===== config.mk =====
export PLATFORM = sky130hd
export DESIGN_NAME = window_sequencer_flat
export DESIGN_NICKNAME = d
export VERILOG_FILES = /design/src/rtl/window_sequencer_pkg.sv /design/src/rtl/window_sequencer_if.sv /design/src/rtl/window_sequencer_raster_counter.sv /design/src/rtl/window_sequencer.sv /design/src/flat_wrapper.sv
export SDC_FILE = /design/constraint.sdc
export NUM_CORES = 1
export LEC_CHECK = 0
export CAP_MARGIN = 20
export CORE_AREA = 2 2 79 96
export DETAILED_ROUTE_END_ITERATION = 10
export DIE_AREA = 0 0 81 98
export PLACE_DENSITY = 0.74
export REMOVE_ABC_BUFFERS = 1
export SLEW_MARGIN = 20
export SYNTH_ARGS = -nofsm -noshare
export SYNTH_HDL_FRONTEND = slang
export SYNTH_SLANG_ARGS = --single-unit
export TNS_END_PERCENT = 10

===== constraint.sdc =====
create_clock -name clk -period 3.4 [get_ports clk]
set_clock_uncertainty 0.15 [all_clocks]
set_input_delay 0.34 -clock clk [delete_from_list [all_inputs] [get_ports clk]]
set_output_delay 0.34 -clock clk [all_outputs]
set_load 0.01 [all_outputs]

===== src/rtl/window_sequencer_pkg.sv =====
// Shared types and helpers for the window sequencer.
//   state_t        : frame sequencing state (IDLE/FILL/RUN/DONE, 2 bits)
//   DEF_*          : default frame geometry and window size
//   onehot_to_idx  : converts a one-hot line select into a line index
package window_sequencer_pkg;

    typedef enum logic [1:0] {
        ST_IDLE = 2'd0,
        ST_FILL = 2'd1,
        ST_RUN  = 2'd2,
        ST_DONE = 2'd3
    } state_t;

    localparam int DEF_IMG_W = 1280;
    localparam int DEF_IMG_H = 720;
    localparam int DEF_K     = 7;

    // OR-reduction encoder: with exactly one bit set the result is its index.
    function automatic logic [4:0] onehot_to_idx(input logic [31:0] onehot);
        logic [4:0] idx;
        idx = 5'd0;
        for (int i = 0; i < 32; i++) begin
            idx = idx | (onehot[i] ? 5'(i) : 5'd0);
        end
        return idx;
    endfunction

endpackage


===== src/rtl/window_sequencer_if.sv =====
// Pixel-side handshake, line-buffer write controls and window status of the
// window sequencer, bundled as one interface.
//   master : pixel source / window consumer side (drives valid, sof, win_ready)
//   slave  : the sequencer itself
interface window_sequencer_if #(
    parameter int IMG_W = 1280,
    parameter int IMG_H = 720,
    parameter int K     = 7
);
    localparam int COL_W  = $clog2(IMG_W);
    localparam int ROW_W  = $clog2(IMG_H);
    localparam int LINE_W = (K > 1) ? $clog2(K) : 1;

    logic              pix_valid_in;
    logic              sof_in;
    logic              pix_ready_out;
    logic              win_ready_in;
    logic              wr_en_out;
    logic [COL_W-1:0]  wr_addr_out;
    logic [K-1:0]      wr_line_sel_out;
    logic [LINE_W-1:0] oldest_line_out;
    logic              win_valid_out;
    logic [ROW_W-1:0]  win_row_out;
    logic [COL_W-1:0]  win_col_out;
    logic              frame_done_out;
    logic              sof_err_out;
    logic [1:0]        state_out;

    modport master (
        output pix_valid_in, sof_in, win_ready_in,
        input  pix_ready_out, wr_en_out, wr_addr_out, wr_line_sel_out,
               oldest_line_out, win_valid_out, win_row_out, win_col_out,
               frame_done_out, sof_err_out, state_out
    );

    modport slave (
        input  pix_valid_in, sof_in, win_ready_in,
        output pix_ready_out, wr_en_out, wr_addr_out, wr_line_sel_out,
               oldest_line_out, win_valid_out, win_row_out, win_col_out,
               frame_done_out, sof_err_out, state_out
    );
endinterface


===== src/rtl/window_sequencer_raster_counter.sv =====
// Raster position counter for one frame.
//   clear   : return to (0,0) (end of frame handshake)
//   restart : the pixel being written is a new frame start, treat it as (0,0)
//   advance : a pixel is written at the current position this cycle
//   cur_col / cur_row : position of the pixel being written now
//   eol / eof : current pixel is the last of its line / of the frame
module raster_counter #(
    parameter int IMG_W = 1280,
    parameter int IMG_H = 720,
    parameter int COL_W = $clog2(IMG_W),
    parameter int ROW_W = $clog2(IMG_H)
) (
    input  logic             clk,
    input  logic             rst_n,
    input  logic             clear,
    input  logic             restart,
    input  logic             advance,
    output logic [COL_W-1:0] cur_col,
    output logic [ROW_W-1:0] cur_row,
    output logic             eol,
    output logic             eof
);
    localparam logic [COL_W-1:0] COL_LAST = COL_W'(IMG_W - 1);
    localparam logic [ROW_W-1:0] ROW_LAST = ROW_W'(IMG_H - 1);

    logic [COL_W-1:0] col_r;
    logic [ROW_W-1:0] row_r;
    logic [COL_W-1:0] cur_col_s;
    logic [ROW_W-1:0] cur_row_s;

    // A restarting pixel overrides the stored position so it lands at (0,0).
    always_comb begin
        cur_col_s = col_r;
        cur_row_s = row_r;
        if (restart) begin
            cur_col_s = {COL_W{1'b0}};
            cur_row_s = {ROW_W{1'b0}};
        end else begin
            cur_col_s = col_r;
            cur_row_s = row_r;
        end
    end

    assign eol     = (cur_col_s == COL_LAST);
    assign eof     = eol && (cur_row_s == ROW_LAST);
    assign cur_col = cur_col_s;
    assign cur_row = cur_row_s;

    // Position register: step past the written pixel, wrapping at line/frame end.
    always_ff @(posedge clk or negedge rst_n) begin
        if (!rst_n) begin
            col_r <= {COL_W{1'b0}};
            row_r <= {ROW_W{1'b0}};
        end else if (clear) begin
            col_r <= {COL_W{1'b0}};
            row_r <= {ROW_W{1'b0}};
        end else if (advance) begin
            if (eol) begin
                col_r <= {COL_W{1'b0}};
                row_r <= eof ? {ROW_W{1'b0}} : cur_row_s + ROW_W'(1);
            end else begin
                col_r <= cur_col_s + COL_W'(1);
                row_r <= cur_row_s;
            end
        end
    end
endmodule


===== src/rtl/window_sequencer.sv =====
// Window sequencer: steers a raster pixel stream into K rotating line
// buffers and flags when a full KxK window is resident.
//   clk, rst_n : clock, asynchronous active-low reset
//   sq (slave) : pixel handshake, line-buffer write strobe/address/line
//                select, oldest line, window valid/coordinates, frame_done
//                and sof_err pulses, state
module window_sequencer
    import window_sequencer_pkg::*;
#(
    parameter int IMG_W = DEF_IMG_W,
    parameter int IMG_H = DEF_IMG_H,
    parameter int K     = DEF_K
) (
    input  logic              clk,
    input  logic              rst_n,
    window_sequencer_if.slave sq
);
    localparam int COL_W  = $clog2(IMG_W);
    localparam int ROW_W  = $clog2(IMG_H);
    localparam int LINE_W = (K > 1) ? $clog2(K) : 1;

    localparam logic [ROW_W-1:0] ROW_WIN0      = ROW_W'(K - 1);
    localparam logic [COL_W-1:0] COL_WIN0      = COL_W'(K - 1);
    localparam logic [ROW_W-1:0] ROW_FILL_LAST = ROW_W'(K - 2);
    localparam logic [K-1:0]     SEL_FIRST     = K'(1);

    state_t           state_r, state_next_s, pixel_state_s;
    logic             ready_s, accept_s, in_frame_s, write_s, restart_s;
    logic             sof_err_s, done_s, win_hit_s;
    logic [COL_W-1:0] cur_col_s;
    logic [ROW_W-1:0] cur_row_s;
    logic             eol_s, eof_s;
    logic [K-1:0]     sel_r, cur_sel_s, rot_sel_s;
    logic [31:0]      sel_ext_s;
    logic [4:0]       sel_idx_s;
    logic             win_valid_r, frame_done_r, sof_err_r;
    logic [ROW_W-1:0] win_row_r;
    logic [COL_W-1:0] win_col_r;

    raster_counter #(.IMG_W(IMG_W), .IMG_H(IMG_H), .COL_W(COL_W), .ROW_W(ROW_W)) u_cnt (
        .clk     (clk),
        .rst_n   (rst_n),
        .clear   (done_s),
        .restart (restart_s),
        .advance (write_s),
        .cur_col (cur_col_s),
        .cur_row (cur_row_s),
        .eol     (eol_s),
        .eof     (eof_s)
    );

    // Source backpressure: stall only while a window waits for its consumer.
    always_comb begin
        ready_s = 1'b0;
        case (state_r)
            ST_IDLE:          ready_s = 1'b1;
            ST_FILL, ST_RUN:  ready_s = !(win_valid_r && !sq.win_ready_in);
            ST_DONE:          ready_s = 1'b0;
            default:          ready_s = 1'b0;
        endcase
    end

    assign accept_s   = sq.pix_valid_in && ready_s;
    assign in_frame_s = (state_r == ST_FILL) || (state_r == ST_RUN);
    assign write_s    = accept_s && (in_frame_s || sq.sof_in);
    assign restart_s  = accept_s && sq.sof_in;
    assign sof_err_s  = restart_s && in_frame_s;
    assign done_s     = (state_r == ST_DONE) && win_valid_r && sq.win_ready_in;
    assign win_hit_s  = (cur_row_s >= ROW_WIN0) && (cur_col_s >= COL_WIN0);

    // Line select seen by the written pixel, and its left rotation for the next line.
    always_comb begin
        cur_sel_s = sel_r;
        rot_sel_s = {K{1'b0}};
        if (restart_s) begin
            cur_sel_s = SEL_FIRST;
        end else begin
            cur_sel_s = sel_r;
        end
        for (int i = 0; i < K; i++) begin
            rot_sel_s[(i + 1) % K] = cur_sel_s[i];
        end
    end

    // Oldest line is the one after the line being written, modulo K.
    always_comb begin
        sel_ext_s          = 32'd0;
        sel_ext_s[K-1:0]   = cur_sel_s;
        sel_idx_s          = onehot_to_idx(sel_ext_s);
    end

    // State the frame is in after the current pixel has been written.
    always_comb begin
        pixel_state_s = ST_FILL;
        if (eof_s) begin
            pixel_state_s = ST_DONE;
        end else if ((cur_row_s >= ROW_WIN0) || (eol_s && (cur_row_s == ROW_FILL_LAST))) begin
            pixel_state_s = ST_RUN;
        end else begin
            pixel_state_s = ST_FILL;
        end
    end

    // Next-state logic.
    always_comb begin
        state_next_s = state_r;
        case (state_r)
            ST_IDLE, ST_FILL, ST_RUN: begin
                if (write_s) begin
                    state_next_s = pixel_state_s;
                end else begin
                    state_next_s = state_r;
                end
            end
            ST_DONE: begin
                if (done_s) begin
                    state_next_s = ST_IDLE;
                end else begin
                    state_next_s = ST_DONE;
                end
            end
            default: state_next_s = ST_IDLE;
        endcase
    end

    // State register.
    always_ff @(posedge clk or negedge rst_n) begin
        if (!rst_n) begin
            state_r <= ST_IDLE;
        end else begin
            state_r <= state_next_s;
        end
    end

    // Line select register: rotates at each written end of line, restarts with the frame.
    always_ff @(posedge clk or negedge rst_n) begin
        if (!rst_n) begin
            sel_r <= SEL_FIRST;
        end else if (done_s) begin
            sel_r <= SEL_FIRST;
        end else if (write_s) begin
            sel_r <= eol_s ? rot_sel_s : cur_sel_s;
        end
    end

    // Window status: raised one cycle after its bottom-right pixel is written,
    // held until consumed; a written pixel without a window clears it.
    always_ff @(posedge clk or negedge rst_n) begin
        if (!rst_n) begin
            win_valid_r  <= 1'b0;
            win_row_r    <= {ROW_W{1'b0}};
            win_col_r    <= {COL_W{1'b0}};
            frame_done_r <= 1'b0;
            sof_err_r    <= 1'b0;
        end else begin
            frame_done_r <= done_s;
            sof_err_r    <= sof_err_s;
            if (done_s) begin
                win_valid_r <= 1'b0;
            end else if (write_s) begin
                win_valid_r <= win_hit_s;
                if (win_hit_s) begin
                    win_row_r <= cur_row_s - ROW_WIN0;
                    win_col_r <= cur_col_s - COL_WIN0;
                end
            end else if (sq.win_ready_in) begin
                win_valid_r <= 1'b0;
            end
        end
    end

    assign sq.pix_ready_out   = ready_s;
    assign sq.wr_en_out       = write_s;
    assign sq.wr_addr_out     = cur_col_s;
    assign sq.wr_line_sel_out = cur_sel_s;
    assign sq.oldest_line_out = LINE_W'((sel_idx_s == 5'(K - 1)) ? 5'd0 : sel_idx_s + 5'd1);
    assign sq.win_valid_out   = win_valid_r;
    assign sq.win_row_out     = win_row_r;
    assign sq.win_col_out     = win_col_r;
    assign sq.frame_done_out  = frame_done_r;
    assign sq.sof_err_out     = sof_err_r;
    assign sq.state_out       = state_r;
endmodule

===== src/flat_wrapper.sv =====
// flat-port wrapper written by rule: the top's interface ports become plain ports
module window_sequencer_flat import window_sequencer_pkg::*;
#(
    parameter int IMG_W = DEF_IMG_W,
    parameter int IMG_H = DEF_IMG_H,
    parameter int K     = DEF_K
)
  (clk, rst_n, sq_pix_valid_in, sq_sof_in, sq_win_ready_in, sq_pix_ready_out, sq_wr_en_out, sq_wr_addr_out, sq_wr_line_sel_out, sq_oldest_line_out, sq_win_valid_out, sq_win_row_out, sq_win_col_out, sq_frame_done_out, sq_sof_err_out, sq_state_out);
  window_sequencer_if #(.IMG_W(IMG_W), .IMG_H(IMG_H), .K(K)) sq_i ();
  input  logic clk;
  input  logic rst_n;
  input wire logic [$bits(sq_i.pix_valid_in)-1:0] sq_pix_valid_in;
  input wire logic [$bits(sq_i.sof_in)-1:0] sq_sof_in;
  input wire logic [$bits(sq_i.win_ready_in)-1:0] sq_win_ready_in;
  output wire logic [$bits(sq_i.pix_ready_out)-1:0] sq_pix_ready_out;
  output wire logic [$bits(sq_i.wr_en_out)-1:0] sq_wr_en_out;
  output wire logic [$bits(sq_i.wr_addr_out)-1:0] sq_wr_addr_out;
  output wire logic [$bits(sq_i.wr_line_sel_out)-1:0] sq_wr_line_sel_out;
  output wire logic [$bits(sq_i.oldest_line_out)-1:0] sq_oldest_line_out;
  output wire logic [$bits(sq_i.win_valid_out)-1:0] sq_win_valid_out;
  output wire logic [$bits(sq_i.win_row_out)-1:0] sq_win_row_out;
  output wire logic [$bits(sq_i.win_col_out)-1:0] sq_win_col_out;
  output wire logic [$bits(sq_i.frame_done_out)-1:0] sq_frame_done_out;
  output wire logic [$bits(sq_i.sof_err_out)-1:0] sq_sof_err_out;
  output wire logic [$bits(sq_i.state_out)-1:0] sq_state_out;
  assign sq_i.pix_valid_in = sq_pix_valid_in;
  assign sq_i.sof_in = sq_sof_in;
  assign sq_i.win_ready_in = sq_win_ready_in;
  assign sq_pix_ready_out = sq_i.pix_ready_out;
  assign sq_wr_en_out = sq_i.wr_en_out;
  assign sq_wr_addr_out = sq_i.wr_addr_out;
  assign sq_wr_line_sel_out = sq_i.wr_line_sel_out;
  assign sq_oldest_line_out = sq_i.oldest_line_out;
  assign sq_win_valid_out = sq_i.win_valid_out;
  assign sq_win_row_out = sq_i.win_row_out;
  assign sq_win_col_out = sq_i.win_col_out;
  assign sq_frame_done_out = sq_i.frame_done_out;
  assign sq_sof_err_out = sq_i.sof_err_out;
  assign sq_state_out = sq_i.state_out;
  window_sequencer #(.IMG_W(IMG_W), .IMG_H(IMG_H), .K(K)) u_core (.clk(clk), .rst_n(rst_n), .sq(sq_i));
endmodule

==> results of run 1 <==
worst max-delay path, cell delays in order (launching register included):
cell	delay, ns
dfrtp_1	0.41
ha_1	0.34
and3b_1	0.23
or3_4	0.44
buf_4	0.19
nand2_1	0.09
inv_1	0.08
ha_1	0.18
o21ai_0	0.17
nand3_1	0.20
o211ai_4	0.15
buf_12	0.16
mux2_1	0.32
cells in the mapped netlist, types with 8 or more instances:
| library cell | n | area, um2 |
|---|---|---|
| nand2_1 | 56 | 210.2 |
| a22o_1 | 9 | 78.83 |
| o21ai_0 | 38 | 190.2 |
| clkbuf_1 | 21 | 78.83 |
| and2_1 | 18 | 112.6 |
| nor3_1 | 10 | 50.05 |
| inv_1 | 10 | 37.54 |
| nand3_1 | 12 | 60.06 |
| dfrtp_1 | 53 | 1326 |
| a21oi_1 | 20 | 100.1 |
| ha_1 | 8 | 100.1 |
| nor2_1 | 20 | 75.07 |
where the power goes:
group / internal (mW) / switching (mW)
Combinational: 0.0717 / 0.0978
Sequential: 0.652 / 0.0121
Clock: 0.145 / 0.213
layout make-up:
type | instances | share of cell area [%]
timing repair buffer | 75 | 17.51
multi-input combinational | 285 | 42.97
tap | 90 | 2.794
sequential | 54 | 33.56
clock inverter | 3 | 0.5278
clock buffer | 5 | 1.708
inverter | 10 | 0.9314
sequential cells by signal, summed over array words and instances (netlist names):
name / cells
u_core.sq.sof_err_out: 1
u_core.sel_r: 7
u_core.u_cnt.col_r: 11
u_core.sq.win_col_out: 11
u_core.sq.frame_done_out: 1
u_core.sq.win_row_out: 10
u_core.sq.win_valid_out: 1
u_core.u_cnt.row_r: 10
u_core.sq.state_out: 2
stage by stage:
stage | hold slack [ns] | power, mW | instance area (um2) | setup TNS, ns | setup WS, ns
4_1_cts | 0.3420 | 1.204 | 4005 | 0 | 0.1134
2_1_floorplan | -0.1056 | 0.7603 | 3112 | -16.85 | -0.6091
5_1_grt | 0.3695 | 1.250 | 4030 | 0 | 0.01672
3_5_place_dp | 0.1672 | 0.8444 | 3905 | -0.008908 | -0.008550
3_3_place_gp | 0.1614 | 0.8408 | 3905 | 0 | 0.04408
6_report | 0.3344 | 1.192 | 4030 | 0 | 0.1815
per-layer routing:
layer	track usage, %	up-vias	part of all wire (%)
met5	0	-	0
met1	28.80	1414	44
met3	2.680	22	5.0
li1	-	1443	-
met2	33.95	105	48
met4	8.475	0	2.9
how the worst min path moves through the flow:
stage,from,end,slack (ns)
after global routing,u_core.sq.win_row_out[6],u_core.sq.win_row_out[6],0.37
after global placement,rst_n,u_core.sq.win_row_out[1],0.16
after floorplan,rst_n,u_core.sel_r[1],-0.11
after CTS,u_core.sq.win_col_out[3],u_core.sq.win_col_out[3],0.34
after detailed placement,rst_n,u_core.sq.win_row_out[0],0.17
final,u_core.sq.win_row_out[9],u_core.sq.win_row_out[9],0.33
repair_timing:
action                                  in CTS  in global routing
gates resized for setup                      0                  2
buffers inserted                             0                  1
endpoints found under the setup margin       0                 17
hold buffers                                 1                  0
endpoints found under the hold margin       18                  0
kinds of logic (layout without fill, tap and decap cells):
kind of cell,Yosys count,after routing,synth area share [%]
flops,54,54,41.72
mux,7,7,2.239
simple gates,165,165,26.32
buf+inv,39,93,5.172
compound gates,94,94,18.49
fa+ha+maj,8,8,3.088
xor+xnor,11,11,2.972
==> metrics, run 1 <==
outcome=finished clean; Starting DRT DRC Count=308; cts bufs inserted=5; VDD IR max=0.0001512 V; Async SR Flop Fraction=100.0%; remaining global-route overflow=0; hpwl dp=5781 um; worst hold path class=reg2reg; Placer Congestion=0.8906; P_leak=1.797 nW; startpoint types=flop; RSZ-0062 raised after global routing=no; fin cells=522; Crit. Startpoint=u_core.sq.state_out[0]; Peak Freq=310.7 MHz; Final Max Slew Viols=0; WP data required=3.45 ns; clk sinks=54; final core occ=57.07%; Die Ht=98 um; largest net degree at the start of global routing=37; initial antenna violation count=0; r2r setup slk=0.18 ns; cell count of the worst reg-to-reg path=12; Core Box Area=7062 um2; worst skew pair latency=0.31 ns; via count=2984; global-route wire length before repair=13430 um; Fin. Hold Viols=0; Setup crit end kind=flop; share of cells above drive strength 1=9.722%; Rel. slew slack=68.00%; Mapped Avg Cell Area=8.576 um2; FP Rows=34; Syn Inst Count=378; nets=444; WS Path Type=reg2reg; vias in the first global route=2855; Fillers=660; DRT Pass-1 Iters=4; full die area=7938 um2; clk slew on worst S/H paths=0.09 ns; critical path endpoint=u_core.sq.win_col_out[2]; TritonCTS clock tree=built; Final setup viols=0; sequential element share of the synthesized area=41.72%; Min-Delay Path Depth=2; synth warn=0; min Tclk post-route=3.219 ns; Vias/cell=5.716; most common cell after layout, fill and taps aside=nand2_1; ANT nets after route=0; r2r endpoint=u_core.sq.win_col_out[2]; Multi-input gate area=1732 um2; IO buf count=53; worst slew pin tran=0.4790 ns; Mapped Area=3242 um2; dpl cells=512; synth-to-layout area growth=24.32%; P per Cell Area=295.7 nW/um2; H-tree Lvls=2; EDFF count, synth=0; Initial Util=45.91%; period utilisation layout=94.66%; count of state elements after synthesis=54; antenna cell count=0; Max Cap Violations=0; Yosys cell types=55; routed wire length=7942 um; Critical Path AT=3.27 ns; Max FO, Critical Path=12; chip width=81 um; gr usage total=21.15%; most frequent cells in the layout=56 x nand2_1, 53 x dfrtp_1, 52 x clkdlybuf4s50_1; FF/Latch Area=1353 um2; routed length per instance=15.21 um; CTS Root Cell=clkbuf_8; I/O Pins=54; Max Buffers Root-to-Sink=2; Synth Flop Type=dfrtp_1; # DRC=0; Critical R2R Launch=u_core.sq.state_out[0]
No activity file was read; power rests on OpenSTA's default activity.
==> run 2: changes to the inputs <==
Settings changed: CORE_AREA 2 2 79 96 to 2 2 77 94, CTS_BUF_LIST set to sky130_fd_sc_hd__clkbuf_8, DIE_AREA 0 0 81 98 to 0 0 79 96, PLACE_DENSITY 0.74 to 0.77.
==> run 2 against run 1 <==
Compared with the run above:
- the run now ends with hold timing left
- flip-flop and latch count unchanged
- via count decreased by 0.84%
- critical path depth decreased by 5
- routed wire length increased by 1.5%
- non-clock buffer count unchanged
- register-to-register slack improved by 0.03 ns
- power increased by 5.1%
- sequential power about the same
- design area increased by 0.93%
- critical path type is now reg2out
- highest routed layer unchanged
==> metrics, run 2 (synthesized netlist as in run 1, its figures left out) <==
P per Cell Area=308.0 nW/um2 (+4.2%); Max Buffers Root-to-Sink=2 (unchanged); Rel. slew slack=40.93% (-27 points); clk sinks=54 (unchanged); Final setup viols=0 (unchanged); outcome=finished with violations; internal power=929.6 uW (+7.0%); clk slew on worst S/H paths=0.09 ns (about the same); Hold-fix buffers, CTS=0 (-1); CTS Root Cell=clkbuf_8; global-route wire length before repair=13300 um (-0.92%); Starting DRT DRC Count=308 (unchanged); fin cells=520 (-0.38%); switch share=25.80% (-1.3 points); Initial Util=48.47% (+2.6 points); VDD IR max=0.0001747 V (+16%); Worst Hold Slack=-0.01177 ns (-0.3461 ns); Fillers=611 (-7.4%); Setup crit end kind=output port; failing checks=hold timing; routed wire length=8062 um (+1.5%); Max Cap Violations=0 (unchanged); Buf/Inv on CP=3 (unchanged); startpoint types=flop; synth-to-layout area growth=25.47%; Core Box Area=6689 um2 (-5.3%); worst hold path class=in2async; ANT nets after route=0 (unchanged); hpwl dp=5615 um (-2.9%); I/O Pins=54 (unchanged); routed length per instance=15.50 um (+1.9%); sequential power share=53.0% (-2.7 points); via count=2959 (-0.84%); Max FO, Critical Path=27 (+15); antenna cell count=0 (unchanged); full die area=7584 um2 (-4.5%); IO buf count=53 (unchanged); P_leak=1.822 nW (+1.4%); Clk pwr share=33.4% (+3.4 points); slowest stage delay, CP=0.47 ns (+0.03 ns); Final Max Slew Viols=0 (unchanged); TritonCTS clock tree=built; nets=445 (+0.23%); crit-path cells=ha_1 > and3b_1 > or3_4 > buf_12 > buf_4 > and2_1 > clkdlybuf4s50_1; initial antenna violation count=0 (unchanged); # DRC=0 (unchanged); period utilisation layout=94.15% (-0.52 points); worst slew pin tran=0.8861 ns (+0.4070 ns); worst skew pair latency=0.31 ns (about the same); gr usage total=21.88% (+0.73 points); cts bufs inserted=5 (unchanged); chip width=79 um (-2.5%); vias in the first global route=2843 (-0.42%); net switching power=323.3 uW (+0.15%); remaining global-route overflow=0 (unchanged); Vias/cell=5.690 (-0.46%); final setup TNS=0 ns (unchanged); WS Path Type=reg2out; Critical Path AT=2.71 ns (-0.56 ns); DRT Pass-1 Iters=5 (+1); Peak Freq=312.4 MHz (+0.55%); slowest CP cell=clkdlybuf4s50_1; FP Rows=33 (-2.9%); total power=1.253 mW (+5.1%); Die Ht=96 um (-2.0%); most frequent cells in the layout=56 x nand2_1, 53 x dfrtp_1, 52 x clkdlybuf4s50_1; most common cell after layout, fill and taps aside=nand2_1; Fin. Hold Viols=12 (+12); dpl cells=508 (-0.78%); Placer Congestion=0.9483 (+6.5%); WP data required=2.91 ns (-0.54 ns); largest net degree at the start of global routing=41 (+11%); share of cells above drive strength 1=10.62% (+0.90 points); H-tree Lvls=2 (unchanged); post-place setup slack=0.01218 ns (+0.02073 ns); family with the most delay on the worst path=buffers and inverters; RSZ-0062 raised after global routing=no; Final WS setup=0.1991 ns (+0.01758 ns); Comb pwr share=13.7% (-0.5 points); min Tclk post-route=3.201 ns (-0.01758 ns)
==> run 2: area by class of cell <==
| cell class | instances | area, um2 | area share [%] |
|---|---|---|---|
| repair buffers | 75 | 706.9 | 17.38 |
| inverters | 10 | 37.54 | 0.9228 |
| multi-input cells | 286 | 1752 | 43.06 |
| well taps | 87 | 108.9 | 2.676 |
| clock buffers | 8 | 110.1 | 2.707 |
| flip-flops and latches | 54 | 1353 | 33.25 |
==> run 2: repair_timing <==
action,CTS,global route
buffers inserted,0,3
setup endpoints to repair,0,34
gates resized for setup,0,4
==> run 2: power by group through the flow <==
stage | Clock, mW | Sequential [mW] | Combinational (mW)
finish | 0.418 | 0.664 | 0.171
global route | 0.446 | 0.665 | 0.191
CTS | 0.425 | 0.664 | 0.170
detailed placement | 0 | 0.676 | 0.169
global placement | 0 | 0.675 | 0.166
floorplan | 0 | 0.673 | 0.0875
==> run 2: routing by layer <==
| metal | up-vias | GRT usage, % | part of all wire, % |
|---|---|---|---|
| li1 | 1441 | - | - |
| met1 | 1385 | 29.31 | 44 |
| met2 | 117 | 35.52 | 47 |
| met3 | 16 | 3.189 | 5.4 |
| met4 | 0 | 9.483 | 2.9 |
| met5 | - | 0 | 0 |
==> run 2: metrics by stage <==
step | hold slack [ns] | utilization [%] | instance area (um2)
2_1_floorplan | -0.1056 | - | 3112
3_3_place_gp | 0.3116 | 58.40 | 3906
3_5_place_dp | 0.3200 | 58.40 | 3906
4_1_cts | 0.03063 | 60.04 | 4016
5_1_grt | 0.06163 | 60.81 | 4068
6_report | -0.01177 | 60.81 | 4068
==> run 2: worst paths after layout <==
check | from | endpoint | slack (ns) | depth (start not counted)
max in group asynchronous | rst_n | u_core.sq.win_valid_out | 2.38 | 2
setup reg to reg | u_core.sq.state_out[0] | u_core.sq.win_row_out[2] | 0.21 | 11
setup / recovery | u_core.sq.state_out[0] | sq_wr_addr_out[8] | 0.20 | 7
min in group clk | u_core.sq.win_col_out[4] | u_core.sq.win_col_out[4] | 0.33 | 2
hold reg to reg | u_core.sq.win_col_out[4] | u_core.sq.win_col_out[4] | 0.33 | 2
hold / removal | rst_n | u_core.sq.win_row_out[1] | -0.01 | 1
